===== src/rtl/spr_pkg.sv =====
// Shared defaults and FSM state encoding for the single-port RAM BIST controller.
package spr_pkg;

  localparam int unsigned SPR_AW      = 8;
  localparam int unsigned SPR_DW      = 16;
  localparam int unsigned SPR_DEPTH   = 256;
  localparam logic [15:0] SPR_PATTERN = 16'hA5A5;

  typedef enum logic [2:0] {
    IDLE    = 3'd0,
    W0_UP   = 3'd1,
    R0W1_UP = 3'd2,
    R1W0_DN = 3'd3,
    R0_DN   = 3'd4,
    FLUSH   = 3'd5,
    FIN     = 3'd6
  } bist_state_e;

endpackage


===== src/rtl/spr_bist_ctrl_if.sv =====
// RAM-side port bundle: the BIST drives data/address/WEN and samples Q.
interface spr_bist_ctrl_if #(
  parameter int unsigned AW = 8,
  parameter int unsigned DW = 16
);
  logic [DW-1:0] mem_data;
  logic [AW-1:0] mem_address;
  logic          mem_wen;
  logic [DW-1:0] mem_q;

  modport master (output mem_data, output mem_address, output mem_wen, input mem_q);
  modport slave  (input mem_data, input mem_address, input mem_wen, output mem_q);
endinterface


===== src/rtl/spr_bist_cmp.sv =====
// Expected-value pipeline, read-data comparator, saturating fail counter and first-fail latch.
module spr_bist_cmp
  import spr_pkg::*;
#(
  parameter int unsigned AW = SPR_AW,
  parameter int unsigned DW = SPR_DW
) (
  input  logic          clk_i,
  input  logic          rst_ni,
  input  logic          clr_i,
  input  logic          exp_valid_i,
  input  logic [DW-1:0] exp_val_i,
  input  logic [AW-1:0] exp_addr_i,
  input  logic [DW-1:0] q_i,
  output logic          mismatch_o,
  output logic [AW-1:0] fail_addr_o,
  output logic [7:0]    fail_count_o
);

  logic          exp_valid_q;
  logic [DW-1:0] exp_val_q;
  logic [AW-1:0] exp_addr_q;
  logic [AW-1:0] fail_addr_q;
  logic [7:0]    fail_count_q;

  // Q is registered in the RAM, so the expectation is delayed one cycle to line up with it.
  assign mismatch_o   = exp_valid_q && (q_i != exp_val_q);
  assign fail_addr_o  = fail_addr_q;
  assign fail_count_o = fail_count_q;

  always_ff @(posedge clk_i or negedge rst_ni) begin
    if (!rst_ni) begin
      exp_valid_q  <= 1'b0;
      exp_val_q    <= '0;
      exp_addr_q   <= '0;
      fail_addr_q  <= '0;
      fail_count_q <= '0;
    end else begin
      exp_valid_q <= exp_valid_i;
      exp_val_q   <= exp_val_i;
      exp_addr_q  <= exp_addr_i;
      if (clr_i) begin
        fail_addr_q  <= '0;
        fail_count_q <= '0;
      end else if (mismatch_o) begin
        if (fail_count_q == '0) fail_addr_q <= exp_addr_q;
        if (fail_count_q != '1) fail_count_q <= fail_count_q + 1'b1;
      end
    end
  end

endmodule


===== src/rtl/spr_bist_ctrl.sv =====
// March C- BIST initiator for one single-port RAM: FSM and address counter, compare in spr_bist_cmp.
// Build option SPR_BIST_STOP_ON_FAIL_EN: end the test at the first mismatch.
module spr_bist_ctrl
  import spr_pkg::*;
#(
  parameter int unsigned   AW      = SPR_AW,
  parameter int unsigned   DW      = SPR_DW,
  parameter int unsigned   DEPTH   = SPR_DEPTH,
  parameter logic [DW-1:0] PATTERN = DW'(SPR_PATTERN)
) (
  input  logic            CLK,
  input  logic            RSTN,
  input  logic            start,
  output logic            busy,
  output logic            done,
  output logic            pass,
  output logic [AW-1:0]   fail_addr,
  output logic [7:0]      fail_count,
  spr_bist_ctrl_if.master mem
);

`ifdef SPR_BIST_STOP_ON_FAIL_EN
  localparam bit STOP_EN = 1'b1;
`else
  localparam bit STOP_EN = 1'b0;
`endif
  localparam logic [AW-1:0] LAST = AW'(DEPTH - 1);

  bist_state_e   state_q;
  logic [AW-1:0] addr_q;
  logic          wr_q;
  logic          busy_q, done_q, pass_q, wen_q;
  logic [DW-1:0] data_q;
  logic          rd_cyc, exp_load, mismatch, stop, clr;
  logic [DW-1:0] exp_val;

  always_comb begin
    rd_cyc   = ((state_q == R0W1_UP || state_q == R1W0_DN) && !wr_q) || (state_q == R0_DN);
    exp_val  = (state_q == R1W0_DN) ? ~PATTERN : PATTERN;
    stop     = STOP_EN && mismatch;
    // A read issued in the stopping cycle must not arm a compare inside FIN.
    exp_load = rd_cyc && !stop;
    clr      = (state_q == IDLE) && start;
  end

  spr_bist_cmp #(.AW(AW), .DW(DW)) u_cmp (
    .clk_i       (CLK),
    .rst_ni      (RSTN),
    .clr_i       (clr),
    .exp_valid_i (exp_load),
    .exp_val_i   (exp_val),
    .exp_addr_i  (addr_q),
    .q_i         (mem.mem_q),
    .mismatch_o  (mismatch),
    .fail_addr_o (fail_addr),
    .fail_count_o(fail_count)
  );

  always_ff @(posedge CLK or negedge RSTN) begin
    if (!RSTN) begin
      state_q <= IDLE;
      addr_q  <= '0;
      wr_q    <= 1'b0;
      busy_q  <= 1'b0;
      done_q  <= 1'b0;
      pass_q  <= 1'b0;
      wen_q   <= 1'b0;
      data_q  <= '0;
    end else begin
      done_q <= 1'b0;
      wen_q  <= 1'b0;
      data_q <= '0;
      case (state_q)
        IDLE: if (start) begin
          state_q <= W0_UP;
          addr_q  <= '0;
          busy_q  <= 1'b1;
          pass_q  <= 1'b0;
          wen_q   <= 1'b1;
          data_q  <= PATTERN;
        end
        W0_UP: if (addr_q == LAST) begin
          state_q <= R0W1_UP;
          addr_q  <= '0;
          wr_q    <= 1'b0;
        end else begin
          addr_q <= addr_q + 1'b1;
          wen_q  <= 1'b1;
          data_q <= PATTERN;
        end
        R0W1_UP: if (!wr_q) begin
          wr_q   <= 1'b1;
          wen_q  <= 1'b1;
          data_q <= ~PATTERN;
        end else begin
          wr_q <= 1'b0;
          if (addr_q == LAST) begin
            state_q <= R1W0_DN;
            addr_q  <= LAST;
          end else begin
            addr_q <= addr_q + 1'b1;
          end
        end
        R1W0_DN: if (!wr_q) begin
          wr_q   <= 1'b1;
          wen_q  <= 1'b1;
          data_q <= PATTERN;
        end else begin
          wr_q <= 1'b0;
          if (addr_q == '0) begin
            state_q <= R0_DN;
            addr_q  <= LAST;
          end else begin
            addr_q <= addr_q - 1'b1;
          end
        end
        R0_DN: if (addr_q == '0) state_q <= FLUSH;
               else addr_q <= addr_q - 1'b1;
        FLUSH: state_q <= FIN;
        FIN: begin
          state_q <= IDLE;
          busy_q  <= 1'b0;
          done_q  <= 1'b1;
          pass_q  <= (fail_count == '0);
        end
        default: state_q <= IDLE;
      endcase
      if (stop) begin
        state_q <= FIN;
        addr_q  <= '0;
        wr_q    <= 1'b0;
        wen_q   <= 1'b0;
        data_q  <= '0;
      end
    end
  end

  assign busy            = busy_q;
  assign done            = done_q;
  assign pass            = pass_q;
  assign mem.mem_data    = data_q;
  assign mem.mem_address = addr_q;
  assign mem.mem_wen     = wen_q;

endmodule

===== src/flat_wrapper.sv =====
// flat-port wrapper written by rule: the top's interface ports become plain ports
module spr_bist_ctrl_flat import spr_pkg::*;
#(
  parameter int unsigned   AW      = SPR_AW,
  parameter int unsigned   DW      = SPR_DW,
  parameter int unsigned   DEPTH   = SPR_DEPTH,
  parameter logic [DW-1:0] PATTERN = DW'(SPR_PATTERN)
)
  (CLK, RSTN, start, busy, done, pass, fail_addr, fail_count, mem_mem_data, mem_mem_address, mem_mem_wen, mem_mem_q);
  spr_bist_ctrl_if #(.AW(AW), .DW(DW)) mem_i ();
  input  logic CLK;
  input  logic RSTN;
  input  logic start;
  output logic busy;
  output logic done;
  output logic pass;
  output logic [AW-1:0] fail_addr;
  output logic [7:0] fail_count;
  output wire logic [$bits(mem_i.mem_data)-1:0] mem_mem_data;
  output wire logic [$bits(mem_i.mem_address)-1:0] mem_mem_address;
  output wire logic [$bits(mem_i.mem_wen)-1:0] mem_mem_wen;
  input wire logic [$bits(mem_i.mem_q)-1:0] mem_mem_q;
  assign mem_mem_data = mem_i.mem_data;
  assign mem_mem_address = mem_i.mem_address;
  assign mem_mem_wen = mem_i.mem_wen;
  assign mem_i.mem_q = mem_mem_q;
  spr_bist_ctrl #(.AW(AW), .DW(DW), .DEPTH(DEPTH), .PATTERN(PATTERN)) u_core (.CLK(CLK), .RSTN(RSTN), .start(start), .busy(busy), .done(done), .pass(pass), .fail_addr(fail_addr), .fail_count(fail_count), .mem(mem_i));
endmodule

===== config.mk =====
export PLATFORM = sky130hd
export DESIGN_NAME = spr_bist_ctrl_flat
export DESIGN_NICKNAME = d
export VERILOG_FILES = /design/src/rtl/spr_pkg.sv /design/src/rtl/spr_bist_ctrl_if.sv /design/src/rtl/spr_bist_cmp.sv /design/src/rtl/spr_bist_ctrl.sv /design/src/flat_wrapper.sv
export SDC_FILE = /design/constraint.sdc
export NUM_CORES = 1
export LEC_CHECK = 0
export BUFFER_PORTS_ARGS = -buffer_cell sky130_fd_sc_hd__buf_2
export CAP_MARGIN = 20
export CORE_MARGIN = 1.5
export CORE_UTILIZATION = 54
export DETAILED_ROUTE_END_ITERATION = 10
export GPL_TIMING_DRIVEN = 0
export MAX_ROUTING_LAYER = met4
export PLACE_DENSITY = 0.78
export SLEW_MARGIN = 5
export SYNTH_ARGS = -nofsm -noshare
export SYNTH_HDL_FRONTEND = slang
export SYNTH_SLANG_ARGS = --single-unit

===== constraint.sdc =====
create_clock -name CLK -period 2.3 [get_ports CLK]
set_input_delay 0.115 -clock CLK [delete_from_list [all_inputs] [get_ports CLK]]
set_output_delay 0.115 -clock CLK [all_outputs]
set_load 0.05 [all_outputs]

[Word-level counts from Yosys, hierarchy flattened]
Cells that the tools add are included.
Widths: inputs -> output; s select.
Storage, ports and cells
  output and inout port bits: 44
  register bits: 73
  input bits: 19
  word-level logic and storage cells: 94
Cells by class
  eq/ne operators: 17
  reduce and logical (&&, ||, !) cells: 22
  add/subtract/negate cells: 3
  multiplexer cells: 39
Operator list (count)
  $mux 8: 13
  $mux 16: 4
  $pmux 16 s4: 1
  $pmux 8 s5: 1
  $mux 3: 7
  $pmux 3 s6: 1
  $add 8x1->8 const B: 2
  $logic_not 8->1: 2
  $ne 16x16->1: 1
  $mux 15: 1
  $ne 2x2->1 const B: 5
  $reduce_bool 2->1: 5
  $eq 3x3->1 const B: 3
  $eq 8x8->1 const B: 1
  $ne 8x8->1 const B: 1
  $reduce_and 2->1: 4
  $sub 8x1->8 const B: 1
  $mux 1: 7
  $reduce_and 7->1: 1
  $eq 3x2->1 const B: 2
  $ne 2x1->1 const B: 3
  $pmux 1 s2: 3
  $reduce_and 5->1: 1
  $reduce_bool 5->1: 1
  other kinds (7): 10

[Depth between registers and ports, before layout]
  depth after elaboration: 4
  depth in mapped cells: 8
  gate-level depth less buffers: 7

[By module]
Synthesis repeated with hierarchy kept, for this count alone.
Second synthesis, totals
  cells, all modules: 329
  area, all modules: 3144.3 um2
By module, submodules not included
  spr_bist_cmp: cells an instance 144, area each 1670.4 um2, times used 1, sequential area each 1026.0 um2
  spr_bist_ctrl: cells an instance 185, area each 1473.9 um2, times used 1, sequential area each 450.4 um2

[Worst setup path after synthesis]
Ideal clock, no wire load.
  path kind: register to register
  start point: register u_core.addr_q[0] (netlist: u_core.mem.mem_address[0])
  end point: register u_core.addr_q[5] (netlist: u_core.mem.mem_address[5])
  path slack: 0.160 ns
  stages on the path, launching flop included: 8
  data arrival time: 2.050 ns
  clock period less this slack: 2.140 ns
  library setup time: 0.090 ns
  path buffers: 0
  required time: 2.210 ns
  path through: dfrtp_1 > inv_1 > ha_1 > nor3b_1 > and2_1 > nor3b_1 > o31ai_4 > o221ai_1
On the way
  word-level cells in the longest chain between the ends: 4
  elaborated cells between the ends (all ways): 13
  classes of those cells: add/sub (2); eq/ne (2); mux (7); reduce/logical (2)
Ends and longest elaborated chain
  from (decl): RTL line spr_bist_ctrl.sv:30  | logic [AW-1:0] addr_q;
  from (signal assigned): RTL line spr_bist_ctrl.sv:87  | addr_q <= addr_q + 1'b1;
  from (signal assigned): RTL line spr_bist_ctrl.sv:101  | addr_q <= addr_q + 1'b1;
  from (signal assigned): RTL line spr_bist_ctrl.sv:114  | addr_q <= addr_q - 1'b1;
  $sub 8x1->8, or another cell as far along: RTL line spr_bist_ctrl.sv:114, spr_bist_ctrl.sv:118
  $mux 8, on equally long branches: RTL line spr_bist_ctrl.sv:110, spr_bist_ctrl.sv:97
  $mux 8, on equally long branches: RTL line spr_bist_ctrl.sv:104, spr_bist_ctrl.sv:91
  $pmux 8 s5: RTL line spr_bist_ctrl.sv:73  | case (state_q)
Several ways; a longest one is shown, not always the timed one. The select of a mux whose other input is x is not followed.
A chain may end at the register's enable or synchronous reset.

[Final worst setup path]
  start point: register u_core.addr_q[5] (netlist: u_core.mem.mem_address[5])
  end point: register u_core.addr_q[5] (netlist: u_core.mem.mem_address[5])
Same word-level chain as after synthesis.

==> flow_results.org <==
** Run status
- Run status :: finished with violations
- Failing checks :: hold timing

** Synthesis
- Synthesis inferred 45 register bits.
- By area the synthesized netlist is led by sky130_fd_sc_hd__dfrtp_1, sky130_fd_sc_hd__a21oi_1, sky130_fd_sc_hd__nand3_1, sky130_fd_sc_hd__nand2_1, sky130_fd_sc_hd__buf_4.
- Syn_area_per_cell :: 8.81 um^2
- Synthesis produced approximately 300 cells.
- Share of async-settable or async-resettable flops after synthesis :: 1.00
- The synthesized design spends more area on one cell type than any other, namely sky130_fd_sc_hd__dfrtp_1.
- Of the post-synthesis cell area, the dominant cell type holds 0.418.
- Ys flop type :: sky130_fd_sc_hd__dfrtp_1
- Net count after synthesis :: 330
- Summing every instance area after synthesis gives approximately 0.0027 mm^2.
- The Yosys step of the flow raised 0 warnings.
- Of the synthesized area, sequential elements account for 0.418.
- EDFF count, synth :: 0
- Yosys mapped the design onto 53 distinct sky130hd cell types.

** Pwr
- Share of power burned in the clock network :: 0.413
- Dividing total power by cell area gives a power density of 457 mW/mm^2.
- Proportion of power drawn by flip-flops and latches :: 0.545
- Leakage :: 1.46 nW
- The completed layout was analyzed and its total power is 1.47 mW.
- Summed over all nets, the switching power comes to 331 uW.
- Internal Power :: around 1.1 mW
- Peak supply drop :: 290 uV
- Comb pwr share :: 0.042
- Of the total power, the share spent switching nets is 0.225.

** Worst setup path
- Measured in cells, the most critical reg-to-reg path has a length of 6.
- Startpoint of the worst register-to-register path :: u_core.mem.mem_address[5]
- Data required time at the worst endpoint :: about 2.5 ns
- STA classifies the critical path startpoint as a flip-flop.
- STA classifies the critical path endpoint as a flip-flop.
- The worst setup path is of the flip-flop to flip-flop kind.
- Arrival time of the worst setup path :: 2.32 ns
- Slack of the worst reg-to-reg path :: around 0.15 ns
- Critical R2R Capture :: u_core.mem.mem_address[5]
- In this run the worst path has a maximum fanout of 8.

** Floorplanning
- Total number of placement rows :: 25
- Measured along the y axis, the die boundary spans ~74 um.
- Area of the placeable core :: 0.00475 mm^2
- Die Width :: about 74 um
- 63 I/O pins were placed.
- Starting Density :: 0.567
- Die outline area :: between 0.005 and 0.006 mm^2

** Clocking
- CTS saw 45 sinks.
- In this run the clock root is driven by a sky130_fd_sc_hd__clkbuf_8.
- Maximum count of clock buffers along a single path :: 2
- In this run the number of H-tree levels came out at 2.
- The clock reaches the later pin of the worst-skew pair after ~0.3 ns.
- Cts bufs inserted :: 5
- Clock tree from TritonCTS :: done
- Clock-pin slew was measured on the worst setup and hold paths at roughly 0.09 ns.
- Post-CTS Hold Buffers :: 0

** Placement
- Inst Count DP :: 435
- Number of I/O port buffers :: 62
- Detailed placement finished with a half-perimeter wire length of 4480 um.
- Routability congestion estimate from global placement :: ~0.91
- Instance area at placement :: 0.00309 mm^2

** Cells and area
- For this run, the share of the core covered by cells in the final layout is 0.677.
- The repair_antennas step left the layout with diodes totalling 0.
- Number of fill cells :: 408
- After the last flow step, the layout net total stands at between 300 and 400.
- The library cell used most frequently in the layout, excluding fill and tap cells, is sky130_fd_sc_hd__buf_2.
- Summing all non-filler instances in the final layout gives an area of 0.00322 mm^2.
- The area growth from synthesis to layout is 19.3%.
- Final instance count without filler cells :: around 440
- Fraction of layout instances using a drive strength above 1 :: 0.282
- The top cell types in the final layout, fill and taps aside, are sky130_fd_sc_hd__buf_2, sky130_fd_sc_hd__dfrtp_1, sky130_fd_sc_hd__a21oi_1.

** GRT
- Maximum number of pins on one net before global-route repair :: 46
- The initial antenna violation count was 0.
- In the global route stage, overall resource usage came out at 0.246.
- The total overflow left after global routing is 0.
- First-pass GRT wire length :: 10200 um
- Via count of the first global-routing pass :: 2250

** Routing
- The pre-antenna-repair detailed-routing pass consisted of 5 iterations.
- Wire length per cell after detailed routing :: 13.8 um
- After the first detailed-routing iteration, the DRC count stood at 128.
- Using the TritonRoute via totals, the vias-per-cell ratio works out to 5.62.
- Remaining antenna violation count :: 0
- Detailed routing inserted a total of 2489 vias.
- For this block, the routed nets add up to 6110 um of wire.
- After detailed routing, the number of remaining DRC violations is 0.

** STA
- The number of pins with negative max-slew slack in the final report was 0.
- The routed design could run at a clock period as short as 2.15 ns.
- Final hold violations :: between 40 and 50
- Worst hold margin :: -0.0254 ns
- Worst slew margin relative to its limit :: 0.331
- Pin slew with the least headroom to its limit :: 1.00 ns
- Final setup violation count :: 0
- Achievable clock frequency :: 465 MHz
- Clock skew on the completed layout was measured at between 0.01 and 0.015 ns.
- Of the available clock period, the critical path in the final layout requires 0.934.
- Unrepaired setup endpoints after global routing :: yes

** Worst hold path
- The path class of the tightest hold or removal check is primary input to asynchronous set/reset pin.

** Run
- Across the run, the number of max-cap violations was 0.
layer usage:
metal	wire (um)	track usage
met1	2630	0.307
met2	3180	0.398
met3	241	0.0466
met4	59	0.0905
met5	0	-
Yosys cell counts (all sizes together) (2+ instances only):
cell / count
a21oi: 36
a31oi: 5
and2: 3
and3: 4
and4: 2
buf: 21
clkbuf: 10
dfrtp: 45
ha: 5
inv: 10
nand2: 30
nand2b: 5
nand3: 23
nand4: 5
nor2: 10
nor2b: 4
nor3: 9
nor3b: 5
nor4: 4
o21ai: 32
o22ai: 3
o31ai: 3
or3: 6
or4: 4
xnor2: 5
layout make-up:
cell class | instances | area [um^2] | share of cell area
tap | 67 | 83.8 | 0.0261
multi-input combinational | 219 | 1330 | 0.413
sequential | 45 | 1130 | 0.350
timing repair buffer | 62 | 310 | 0.0965
clock buffer | 5 | 68.8 | 0.0214
clock inverter | 3 | 46.3 | 0.0144
inverter | 10 | 37.5 | 0.0117
buffer | 32 | 214 | 0.0665
metrics by stage:
stage	setup slack, ns	hold WS (ns)	setup TNS (ns)
after floorplan	0.160	-0.181	0
after global placement	0.0852	0.330	0
after detailed placement	0.0700	0.331	0
after CTS	0.0231	0.00234	0
after global routing	-0.0163	0.0421	-0.0163
final	0.151	-0.0254	0
power by group through the flow:
stage               sequential [mW]  combinational [mW]  clock (mW)
floorplan                     0.828             0.00935           0
global placement              0.817              0.0604           0
global route                  0.802              0.0687       0.654
finish                        0.801              0.0614       0.607
CTS                           0.801              0.0624       0.619
detailed placement            0.817              0.0624           0
registers in the layout, indices dropped and copies added, names as in the netlist:
name                       count
u_core.mem.mem_address         8
u_core.u_cmp.exp_addr_q        8
u_core.u_cmp.fail_addr_o       8
u_core.u_cmp.fail_count_o      8
u_core.state_q                 3
u_core.mem.mem_data            2
u_core.u_cmp.exp_val_q         2
u_core.busy                    1
u_core.done                    1
u_core.mem.mem_wen             1
u_core.pass                    1
u_core.u_cmp.exp_valid_q       1
u_core.wr_q                    1
cell families after synthesis:
kind of cell,share of synthesized area
AND/OR/NAND/NOR,0.246
AO/OA/AOI/OAI,0.195
flip-flops,0.418
buffers and inverters,0.0933
XOR/XNOR,0.0162
adder cells (fa/ha/maj),0.0232
multiplexers,0.00789
worst max-delay path, stage by stage (launching register included):
cell                       delay (ns)
sky130_fd_sc_hd__dfrtp_1         0.42
sky130_fd_sc_hd__clkbuf_1        0.23
sky130_fd_sc_hd__nor4_4          0.45
sky130_fd_sc_hd__and2_1          0.29
sky130_fd_sc_hd__nor3b_1         0.10
sky130_fd_sc_hd__o31ai_4         0.34
sky130_fd_sc_hd__o221ai_1        0.18
repair_timing:
action | in CTS | in global routing
setup endpoints to repair | 0 | 8
setup buffers | 0 | 0
resized for setup | 0 | 2
how the worst max path moves through the flow:
stage / from / end / slack, ns
2_1_floorplan: u_core.mem.mem_address[0] / u_core.mem.mem_address[5] / 0.16
3_3_place_gp: u_core.mem.mem_address[0] / u_core.mem.mem_address[5] / 0.09
3_5_place_dp: u_core.mem.mem_address[0] / u_core.mem.mem_address[5] / 0.07
4_1_cts: u_core.mem.mem_address[0] / u_core.mem.mem_address[5] / 0.02
5_1_grt: u_core.mem.mem_address[5] / u_core.mem.mem_address[5] / -0.02
6_report: u_core.mem.mem_address[5] / u_core.mem.mem_address[5] / 0.15
Power figures use the tool's default switching activity.
